==> config.mk <==
export PLATFORM = sky130hd
export DESIGN_NAME = mega_alu_wb_flat
export DESIGN_NICKNAME = d
export VERILOG_FILES = /design/src/rtl/mega_alu_wb_pkg.sv /design/src/rtl/mega_alu_wb_if.sv /design/src/rtl/mega_alu_wb_sreg.sv /design/src/rtl/mega_alu_wb.sv /design/src/flat_wrapper.sv
export SDC_FILE = /design/constraint.sdc
export NUM_CORES = 1
export LEC_CHECK = 0
export ABC_CLOCK_PERIOD_IN_PS = 3880
export BUFFER_PORTS_ARGS = -buffer_cell sky130_fd_sc_hd__buf_2
export CELL_PAD_IN_SITES_DETAIL_PLACEMENT = 0
export CELL_PAD_IN_SITES_GLOBAL_PLACEMENT = 1
export CORE_ASPECT_RATIO = 1.75
export CORE_UTILIZATION = 38
export DETAILED_ROUTE_END_ITERATION = 6
export PLACE_DENSITY_LB_ADDON = 0.08
export SYNTH_ARGS = -nofsm -noshare
export SYNTH_HDL_FRONTEND = slang
export SYNTH_SLANG_ARGS = --single-unit
==> constraint.sdc <==
create_clock -name clk -period 3.88 [get_ports clk]
set_input_delay 0.388 -clock clk [delete_from_list [all_inputs] [get_ports clk]]
set_output_delay 0.388 -clock clk [all_outputs]
set_load 0.005 [all_outputs]
==> src/rtl/mega_alu_wb_pkg.sv <==
// Shared writeback definitions: transaction kinds, SREG bit indices, FSM states.
package mega_alu_wb_pkg;

    typedef enum logic [1:0] {
        WB_KIND_NONE = 2'd0,
        WB_KIND_BYTE = 2'd1,
        WB_KIND_WORD = 2'd2,
        WB_KIND_MUL  = 2'd3
    } wb_kind_e;

    localparam int SREG_C = 0;
    localparam int SREG_Z = 1;
    localparam int SREG_N = 2;
    localparam int SREG_V = 3;
    localparam int SREG_S = 4;
    localparam int SREG_H = 5;
    localparam int SREG_T = 6;
    localparam int SREG_I = 7;

    typedef enum logic [1:0] {
        WB_IDLE  = 2'd0,
        WB_WR_LO = 2'd1,
        WB_WR_HI = 2'd2
    } wb_state_e;

endpackage

==> src/rtl/mega_alu_wb_if.sv <==
// ALU-to-writeback result handshake bundle.
interface mega_alu_wb_if;
    import mega_alu_wb_pkg::*;

    logic        in_valid;
    logic        in_ready;
    logic [15:0] in_data;
    logic [4:0]  in_rd;
    logic [1:0]  in_kind;
    logic [7:0]  in_flags;
    logic [7:0]  in_flag_mask;

    modport master (
        output in_valid, in_data, in_rd, in_kind,
        output in_flags, in_flag_mask,
        input  in_ready
    );

    modport slave (
        input  in_valid, in_data, in_rd, in_kind,
        input  in_flags, in_flag_mask,
        output in_ready
    );

endinterface

==> src/rtl/mega_alu_wb_sreg.sv <==
// mega_sreg: architectural SREG with masked flag merge; I/O writes win.
module mega_sreg #(
    parameter logic [7:0] SREG_RST = 8'h00
) (
    input  logic       clk,
    input  logic       rst,
    input  logic       upd,
    input  logic [7:0] flags,
    input  logic [7:0] mask,
    input  logic       io_we,
    input  logic [7:0] io_data,
    output logic [7:0] sreg
);

    always_ff @(posedge clk) begin
        if (rst) begin
            sreg <= SREG_RST;
        end else if (io_we) begin
            sreg <= io_data;
        end else if (upd) begin
            sreg <= (sreg & ~mask) | (flags & mask);
        end
    end

endmodule

==> src/rtl/mega_alu_wb.sv <==
// Writeback stage: SREG merge and byte-wide RF write port, 16-bit results split.
// Optional MEGA_ALU_WB_WORD_PORT_EN adds a high-byte port for one-cycle word writes.
module mega_alu_wb
    import mega_alu_wb_pkg::*;
#(
    parameter logic [7:0] SREG_RST    = 8'h00,
    parameter logic [4:0] MUL_LO_ADDR = 5'd0
) (
    input  logic          clk,
    input  logic          rst,
    mega_alu_wb_if.slave  alu,
    input  logic          sreg_io_we,
    input  logic [7:0]    sreg_io_data,
    output logic [7:0]    sreg,
    output logic          rf_we,
    output logic [4:0]    rf_addr,
    output logic [7:0]    rf_wdata,
    output logic          done
`ifdef MEGA_ALU_WB_WORD_PORT_EN
    ,
    output logic          rf_we_hi,
    output logic [7:0]    rf_wdata_hi
`endif
);

    wb_state_e  state_q, state_d;
    wb_kind_e   kind;
    logic       accept;
    logic       word_q, word_d;
    logic [4:0] hi_addr_q, hi_addr_d;
    logic [7:0] hi_data_q, hi_data_d;
    logic [4:0] lo_addr;
    logic       we_d, done_d;
    logic [4:0] addr_d;
    logic [7:0] wdata_d;

    assign kind    = wb_kind_e'(alu.in_kind);
    assign accept  = alu.in_valid & alu.in_ready;
    assign lo_addr = (kind == WB_KIND_MUL) ? MUL_LO_ADDR
                                           : {alu.in_rd[4:1], 1'b0};

`ifdef MEGA_ALU_WB_WORD_PORT_EN
    logic       we_hi_d;
    logic [7:0] wdata_hi_d;

    assign alu.in_ready = 1'b1;
`else
    // A pending high byte blocks accept only while its low byte is out.
    assign alu.in_ready = (state_q == WB_IDLE)
                        | ((state_q == WB_WR_LO) & ~word_q)
                        | (state_q == WB_WR_HI);
`endif

    always_comb begin
        state_d   = WB_IDLE;
        word_d    = 1'b0;
        hi_addr_d = hi_addr_q;
        hi_data_d = hi_data_q;
        we_d      = 1'b0;
        addr_d    = rf_addr;
        wdata_d   = rf_wdata;
        done_d    = 1'b0;
`ifdef MEGA_ALU_WB_WORD_PORT_EN
        we_hi_d    = 1'b0;
        wdata_hi_d = rf_wdata_hi;
`endif
        if (accept) begin
            case (kind)
                WB_KIND_NONE: begin
                    done_d = 1'b1;
                end
                WB_KIND_BYTE: begin
                    state_d = WB_WR_LO;
                    we_d    = 1'b1;
                    addr_d  = alu.in_rd;
                    wdata_d = alu.in_data[7:0];
                    done_d  = 1'b1;
                end
                default: begin
                    state_d = WB_WR_LO;
                    we_d    = 1'b1;
                    addr_d  = lo_addr;
                    wdata_d = alu.in_data[7:0];
`ifdef MEGA_ALU_WB_WORD_PORT_EN
                    we_hi_d    = 1'b1;
                    wdata_hi_d = alu.in_data[15:8];
                    done_d     = 1'b1;
`else
                    word_d    = 1'b1;
                    hi_addr_d = lo_addr + 5'd1;
                    hi_data_d = alu.in_data[15:8];
`endif
                end
            endcase
        end else if (state_q == WB_WR_LO && word_q) begin
            state_d = WB_WR_HI;
            we_d    = 1'b1;
            addr_d  = hi_addr_q;
            wdata_d = hi_data_q;
            done_d  = 1'b1;
        end
    end

    always_ff @(posedge clk) begin
        if (rst) begin
            state_q <= WB_IDLE;
            word_q  <= 1'b0;
        end else begin
            state_q <= state_d;
            word_q  <= word_d;
        end
    end

    always_ff @(posedge clk) begin
        if (rst) begin
            hi_addr_q <= 5'd0;
            hi_data_q <= 8'h00;
            rf_we     <= 1'b0;
            rf_addr   <= 5'd0;
            rf_wdata  <= 8'h00;
            done      <= 1'b0;
        end else begin
            hi_addr_q <= hi_addr_d;
            hi_data_q <= hi_data_d;
            rf_we     <= we_d;
            rf_addr   <= addr_d;
            rf_wdata  <= wdata_d;
            done      <= done_d;
        end
    end

`ifdef MEGA_ALU_WB_WORD_PORT_EN
    always_ff @(posedge clk) begin
        if (rst) begin
            rf_we_hi    <= 1'b0;
            rf_wdata_hi <= 8'h00;
        end else begin
            rf_we_hi    <= we_hi_d;
            rf_wdata_hi <= wdata_hi_d;
        end
    end
`endif

    mega_sreg #(
        .SREG_RST (SREG_RST)
    ) u_sreg (
        .clk     (clk),
        .rst     (rst),
        .upd     (accept),
        .flags   (alu.in_flags),
        .mask    (alu.in_flag_mask),
        .io_we   (sreg_io_we),
        .io_data (sreg_io_data),
        .sreg    (sreg)
    );

endmodule

==> src/flat_wrapper.sv <==
// flat-port wrapper written by rule: the top's interface ports become plain ports
module mega_alu_wb_flat import mega_alu_wb_pkg::*;
#(
    parameter logic [7:0] SREG_RST    = 8'h00,
    parameter logic [4:0] MUL_LO_ADDR = 5'd0
)
  (clk, rst, sreg_io_we, sreg_io_data, sreg, rf_we, rf_addr, rf_wdata, done, alu_in_valid, alu_in_data, alu_in_rd, alu_in_kind, alu_in_flags, alu_in_flag_mask, alu_in_ready);
  mega_alu_wb_if alu_i ();
  input  logic clk;
  input  logic rst;
  input  logic sreg_io_we;
  input  logic [7:0] sreg_io_data;
  output logic [7:0] sreg;
  output logic rf_we;
  output logic [4:0] rf_addr;
  output logic [7:0] rf_wdata;
  output logic done;
  input wire logic [$bits(alu_i.in_valid)-1:0] alu_in_valid;
  input wire logic [$bits(alu_i.in_data)-1:0] alu_in_data;
  input wire logic [$bits(alu_i.in_rd)-1:0] alu_in_rd;
  input wire logic [$bits(alu_i.in_kind)-1:0] alu_in_kind;
  input wire logic [$bits(alu_i.in_flags)-1:0] alu_in_flags;
  input wire logic [$bits(alu_i.in_flag_mask)-1:0] alu_in_flag_mask;
  output wire logic [$bits(alu_i.in_ready)-1:0] alu_in_ready;
  assign alu_i.in_valid = alu_in_valid;
  assign alu_i.in_data = alu_in_data;
  assign alu_i.in_rd = alu_in_rd;
  assign alu_i.in_kind = alu_in_kind;
  assign alu_i.in_flags = alu_in_flags;
  assign alu_i.in_flag_mask = alu_in_flag_mask;
  assign alu_in_ready = alu_i.in_ready;
  mega_alu_wb #(.SREG_RST(SREG_RST), .MUL_LO_ADDR(MUL_LO_ADDR)) u_core (.clk(clk), .rst(rst), .alu(alu_i), .sreg_io_we(sreg_io_we), .sreg_io_data(sreg_io_data), .sreg(sreg), .rf_we(rf_we), .rf_addr(rf_addr), .rf_wdata(rf_wdata), .done(done));
endmodule
Word-level counts from Yosys, hierarchy flattened
Cells that the tools add are included.
Word-level totals
  bits in registers: 39
  logic and storage cells: 53
Operators by class
  add/sub/neg operators: 1
  equal/unequal tests: 5
  muxes and demuxes: 18
  bitwise logic cells: 11
  reduce and logical (&&, ||, !) cells: 9
Operators by type and width (number)
  $mux 8: 5
  $and 8x8->8: 2
  $mux 5: 3
  $pmux 5 s2: 1
  $not 8->8: 1
  $or 8x8->8: 1
  $mux 1: 7
  $add 5x1->5 const B: 1
  $eq 2x1->1 const B: 2
  $eq 2x2->1 const B: 2
  $logic_not 2->1: 2
  $mux 2: 2
  $reduce_and 2->1: 2
  $reduce_bool 2->1: 2
  $reduce_or 2->1: 2
  $not 1->1: 3
  $and 1x1->1: 2
  $ne 2x2->1 const B: 1
  $or 1x1->1: 2
  $logic_and 1x1->1: 1

Depth between registers and ports, before layout
Gate-level depths: netlist (run 1).
  depth in word-level cells: 7
  gate-level depth with buffers: 8
  depth with buffers taken out: 4

Cells and area by module
From an unflattened synthesis (run 1), not the netlist that was laid out.
Unflattened totals
  cell total of the unflattened synthesis: 216
  area, all modules: 1951.9 µm²
By module, submodules not included
  mega_alu_wb: times used 1, cells each 173, area each 1480.2 µm²
  mega_sreg: times used 1, cells each 43, area each 471.7 µm²

Worst setup path before layout (run 1)
No wires, ideal clock.
  path type: reg2reg
  start: register u_core.state_q[0]
  end: register (tool-made name)
  setup time: 0.122 ns
  arrival: 1.279 ns
  data required time: 3.758 ns
  setup slack: 2.479 ns
  cell stages (with the launch flop): 8
  path buffers: 3
  path through: dfxtp_1 > buf_2 > o21a_1 > buf_6 > inv_2 > buf_6 > a311o_1 > o311a_1
RTL lines
  from (decl): RTL line mega_alu_wb.sv:26  | wb_state_e state_q, state_d;
  from (signal assigned): RTL line mega_alu_wb.sv:109  | state_q <= state_d;

Worst setup path in the final report (run 1)
  start: register u_core.state_q[1]
  end: output port alu_in_ready
On the way
  word-level cells in the longest chain between the ends: 4
Ends and longest elaborated chain
  $eq 2x1->1: RTL line mega_alu_wb.sv:50  | | ((state_q == WB_WR_LO) & ~word_q)
  $and 1x1->1: RTL line mega_alu_wb.sv:50
  $or 1x1->1: RTL line mega_alu_wb.sv:50
  $or 1x1->1 *: RTL line mega_alu_wb.sv:51  | | (state_q == WB_WR_HI);
  to (decl): RTL line flat_wrapper.sv:24  | output wire logic [$bits(alu_i.in_ready)-1:0] alu_in_ready;
Mark *: on every way between the ends. The rest lies on a longest branch, timed or not.

==> reports/summary.txt, run 1 <==
Adder-cell area share of the yosys netlist - 0%
Net Sw Power - 0.232 mW
Endpoint type of the worst setup path - output pin
Nets - 331
Detailed placer's ending HPWL - 3.59 mm
Yosys cell types - 28
CP Capture Point - alu_in_ready
DIE AREA - 0.00546 mm2
Die Y - 97.0 um
Multi-input gate area - 998 um2
Clk root buf - clkbuf_8
Chip width - 56.3 um
Core area - 0.00498 mm2
RSZ-0062 raised after global routing - no
Port Buffers - 74
Max-Cap Viols - 0
Storage element area - 781 um2
Initial antenna violation count - 0
DRC - 0
Worst r2r path cells - 3
Fin. max-slew vios - 0
P_leak - 1.03 nW
Reg-to-reg endpoint - u_core.rf_wdata[1]
Pwr Density - 388 mW/mm2
Pin count of the biggest net entering global routing - 40
Compound-cell area share of the yosys netlist - 35.1%
Min Tclk post-route - 2360 ps
Synthesized Nets - 275
Part of the power in the clock network - 37.9%
First-pass GRT wire length - 8.66 mm
Drt first pass iters - 4
Syn Std Cell Area - 0.00196 mm2
Max-Slew Margin vs Limit - 34.0%
Row count - 34
Sequential power share - 47.5%
CTS resizes - 0
Critical Path Source Type - flip-flop
Synth top area cells - dfxtp_1 40%, o311a_1 6.1%, o311ai_0 5.8%, nand3b_1 5.0%, a31oi_1 4.2%
FMAX - 0.424 GHz
Final hold violations - 0
Clock Path Buffers - 2
Top-area cell type share of the netlist area - 39.8%
Iteration-0 DRC Markers - 74
Hold-fix buffers, CTS - 0
Vias - 2015
ANT cells - 0
Combinational cell fraction of total power - 14.6%
Post CTS Setup Buffer Count - 0
Initial core utilization - 39.4%
Worst-Skew Late Latency - 290 ps
Total wire length - 5.12 mm
Status - complete, no violations
Total internal power - 0.699 mW
Post-Route Skew - 5.56 ps
IO Count - 75
Final period util - 60.7%
R2R setup slack - 1540 ps
Total Routing Usage GR - 19.6%
Post-synthesis xor/xnor area fraction - 0%
Post-Synthesis Cells - 224
Largest family of logic cells by synthesized area - compound AO/OA/AOI/OAI gates
Reg2reg start - u_core.state_q[0]
Worst min path class - input port to flip-flop
Num CTS Buffers - 5
Clock sink count - 39
Final core utilization - 48.2%
Vias in the first global route - 1885
Peak supply drop - 0.000287 V
Area leader, netlist - dfxtp_1
Worst slew pin tran - 986 ps
Non-filler cells, final - 335
Critical Path Source - u_core.state_q[1]
Cell count after placement - 327
Htree depth - 2
Total grt overflow - 0
Via/cell ratio - 6.01
Register bit total from synthesis - 39
Switching share of power - 24.9%
Setup-failing EPs final - 0
Clk slew on worst S/H paths - 80 ps
Syn Area/Cell - 8.75 um2
DR WL/cell - 15.3 um
Synth Warn # - 0
Fillcell total - 525
CP max FO - 38
CTS tree - built
Final GP Congestion - 0.743
Setup TNS - 0 ps
Share of layout cells above drive strength 1 - 31.3%
Final ANT Viol Nets - 0
Crit path DAT - 1970 ps
Commonest non-fill, non-tap cells in the layout - 74 x buf_2, 39 x dfxtp_1, 16 x nand3_1, 16 x a21oi_1
Seq/Total Area, Yosys - 39.8%
Post-synthesis mux area share - 0%
Setup CP Type - flip-flop to output pin
Simple-gate share of the synthesized area - 15.9%
CP Data Required Time - 3490 ps
Area grow syn2layout - 22.4%
Most common cell after layout, fill and taps aside - buf_2
## per-layer routing
metal | vias up | routed length (um) | track usage [%]
li1 | 1007 | - | -
met1 | 948 | 2230 | 22.7
met2 | 58 | 2640 | 34.9
met3 | 2 | 229 | 4.55
met4 | 0 | 31 | 6.19
met5 | - | 0 | 0
## metrics by stage
stage               total power, mW  area [um2]  hold WS (ps)  setup WS [ps]
detailed placement            0.588        2280           450           1410
finish                        0.931        2400           347           1520
floorplan                     0.528        1960           434           2480
global route                  0.978        2400           336           1260
global placement              0.587        2280           443           1470
CTS                           0.944        2400           337           1510
## cells by family after synthesis
group | after synthesis
simple gates | 52
buf+inv | 40
compound gates | 93
flops | 39
## layout make-up
type	count	area share [%]
Clock buffer	6	3.44
Clock inverter	2	1.46
Inverter	13	2.03
Multi-Input combinational cell	145	41.6
Sequential cell	39	32.6
Tap cell	54	2.82
Timing Repair Buffer	76	16.1
## how the worst min path moves through the flow
stage               cells past startpoint                   to                start  slack [ps]
finish                                  2            flip-flop      alu_in_flags[0]         350
global route                            2            flip-flop      alu_in_flags[1]         340
CTS                                     2            flip-flop      alu_in_flags[1]         340
detailed placement                      1  u_core.hi_addr_q[0]  u_core.hi_addr_q[0]         450
global placement                        1  u_core.hi_addr_q[0]  u_core.hi_addr_q[0]         440
floorplan                               1  u_core.hi_addr_q[0]  u_core.hi_addr_q[0]         430
## synthesized netlist by cell type (all sizes together)
| master | number |
|---|---|
| a21oi | 16 |
| a2bb2oi | 1 |
| a311o | 8 |
| a31oi | 13 |
| a41o | 4 |
| and2 | 1 |
| buf | 10 |
| clkbuf | 17 |
| clkinv | 1 |
| dfxtp | 39 |
| inv | 12 |
| nand2 | 4 |
| nand3 | 16 |
| nand3b | 13 |
| nand4 | 12 |
| nor2 | 1 |
| nor3 | 3 |
| o21a | 3 |
| o21ai | 13 |
| o311a | 12 |
| o311ai | 13 |
| o31ai | 10 |
| or3 | 1 |
| or4 | 1 |
## power groups by stage
stage / sequential (mW) / clock (mW) / combinational (mW)
after floorplan: 0.449 / 0 / 0.0794
after global placement: 0.451 / 0 / 0.136
after detailed placement: 0.451 / 0 / 0.137
after CTS: 0.442 / 0.365 / 0.137
after global routing: 0.446 / 0.379 / 0.153
final: 0.442 / 0.353 / 0.136
## critical path, stage by stage (launching register included)
cell,delay (ps)
dfxtp_1,660
o21a_1,200
buf_4,260
inv_2,310
buf_2,230
Power figures use the tool's default switching activity.
==> inputs of run 2 (changes only) <==
- ABC_CLOCK_PERIOD_IN_PS: 3880 -> 2200
- CORE_UTILIZATION: 38 -> 35
- clock period: 3.88 -> 2.2 ns (I/O delays scaled with it)
==> reports/summary.txt, run 2 (same netlist as run 1, synthesis figures left out) <==
Max-Cap Viols - 0 (unchanged)
Fillcell total - 610 (+16%)
Biggest cell delay along the critical path - 490 ps (-170 ps)
Hold-fix buffers, CTS - 0 (unchanged)
CP Data Required Time - 1980 ps (-1510 ps)
Die Y - 101 um (+4.1%)
Clk slew on worst S/H paths - 80 ps (about the same)
IO Count - 75 (unchanged)
Min Tclk post-route - 2000 ps
Post-Route Skew - 7.68 ps (+2.12 ps)
Clock Path Buffers - 2 (unchanged)
Row count - 35 (+2.9%)
Commonest non-fill, non-tap cells in the layout - 74 x buf_2, 39 x dfxtp_1, 16 x nand3_1, 16 x a21oi_1
Detailed placer's ending HPWL - 3.70 mm (+3.0%)
Vias - 1979 (-1.8%)
Hold depth - 2 (unchanged)
Htree depth - 2 (unchanged)
Post CTS Setup Buffer Count - 0 (unchanged)
Critical Path Source Type - flip-flop
Worst-Skew Late Latency - 290 ps (about the same)
Worst min path class - input port to flip-flop
Initial antenna violation count - 0 (unchanged)
Share of layout cells above drive strength 1 - 32.0% (+0.73 points)
Setup CP Type - flip-flop to output pin
Num CTS Buffers - 5 (unchanged)
P_leak - 1.05 nW (+1.5%)
Pwr Density - 672 mW/mm2 (+73%)
Final hold violations - 0 (unchanged)
Most common cell after layout, fill and taps aside - buf_2
RSZ-0062 raised after global routing - no
Final ANT Viol Nets - 0 (unchanged)
Fin. max-slew vios - 0 (unchanged)
Slowest stage cell, crit path - dfxtp_1
Total grt overflow - 0 (unchanged)
DRC - 0 (unchanged)
Multi-input gate area - 998 um2 (unchanged)
Core area - 0.00534 mm2 (+7.3%)
Setup TNS - 0 ps (unchanged)
Initial core utilization - 36.7% (-2.7 points)
Iteration-0 DRC Markers - 84 (+14%)
Storage element area - 781 um2 (unchanged)
CP max FO - 38 (unchanged)
DIE AREA - 0.00591 mm2 (+8.3%)
Port Buffers - 74 (unchanged)
Peak supply drop - 0.000432 V (+50%)
Vias in the first global route - 1814 (-3.8%)
Final core utilization - 45.8% (-2.4 points)
Final GP Congestion - 0.720 (-3.1%)
Total Routing Usage GR - 18.5% (-1.1 points)
Endpoint type of the worst setup path - output pin
Crit. path cell count - 3 (-1)
Worst slew pin tran - 633 ps (-353 ps)
CP bufs+invs - 2 (-1)
CTS resizes - 0 (unchanged)
Nets - 334 (+0.91%)
Clock sink count - 39 (unchanged)
ANT cells - 0 (unchanged)
Max-Slew Margin vs Limit - 57.7% (+24 points)
Status - complete, no violations
CTS tree - built
Cell chain of the critical path - o21a_1 -> inv_2 -> buf_2
Setup-failing EPs final - 0 (unchanged)
Final period util - 91.0%
DR WL/cell - 14.8 um (-3.3%)
Chip width - 58.6 um (+4.1%)
Crit path DAT - 1780 ps (-190 ps)
Worst r2r path cells - 4 (+1)
FMAX - 0.500 GHz
Via/cell ratio - 5.53 (-8.1%)
Clk root buf - clkbuf_8
Area grow syn2layout - 24.8%
Drt first pass iters - 4 (unchanged)
Pin count of the biggest net entering global routing - 39 (-2.5%)
First-pass GRT wire length - 8.50 mm (-1.8%)
Crit-path leading delay family - buffers and inverters
Total wire length - 5.29 mm (+3.3%)
run 2: final cells by class:
cell class,instances,share of cell area (%)
multi-input combinational,145,40.8
sequential,39,31.9
timing repair buffer,79,16.7
tap,74,3.79
clock buffer,6,3.38
inverter,13,1.99
clock inverter,2,1.43
run 2: stage by stage:
| step | area (um2) | worst slack, ps | std cells | power [mW] | hold slack, ps |
|---|---|---|---|---|---|
| after floorplan | 1960 | 799 | 224 | 0.931 | 370 |
| after global placement | 2330 | 392 | 350 | 1.04 | 444 |
| after detailed placement | 2330 | 374 | 350 | 1.04 | 456 |
| after CTS | 2450 | 201 | 358 | 1.66 | 171 |
| after global routing | 2450 | 57.4 | 358 | 1.72 | 172 |
| final | 2450 | 198 | 358 | 1.64 | 177 |
run 2: path summary, 6_finish.rpt:
kind / endpoint / startpoint / slack, ps
worst max-delay path: alu_in_ready / u_core.state_q[1] / 200
worst min-delay path: u_core.hi_addr_q[1] / alu_in_rd[1] / 180
worst min register to register: u_core.hi_data_q[5] / u_core.hi_data_q[5] / 470
worst max register to register: flip-flop / u_core.state_q[1] / 350
run 2: worst reg2reg max path, cell delays in order (launching register included):
cell	delay [ps]
dfxtp_1	680
o21a_1	250
inv_2	250
a311o_1	440
o311a_1	120
run 2: layer usage:
layer  track usage [%]  wire length, um  vias to the layer above
li1                  -                -                     1007
met1              22.2             2290                      912
met2              32.6             2710                       55
met3              3.21              230                        5
met4              5.86               65                        0
met5                 0                0                        -
run 2: power by group:
group / switching, mW / total [mW] / internal, mW / leakage (nW)
Combinational: 0.131 / 0.249 / 0.118 / 0.664
Sequential: 0.0237 / 0.775 / 0.751 / 0.322
Clock: 0.252 / 0.619 / 0.367 / 0.0612
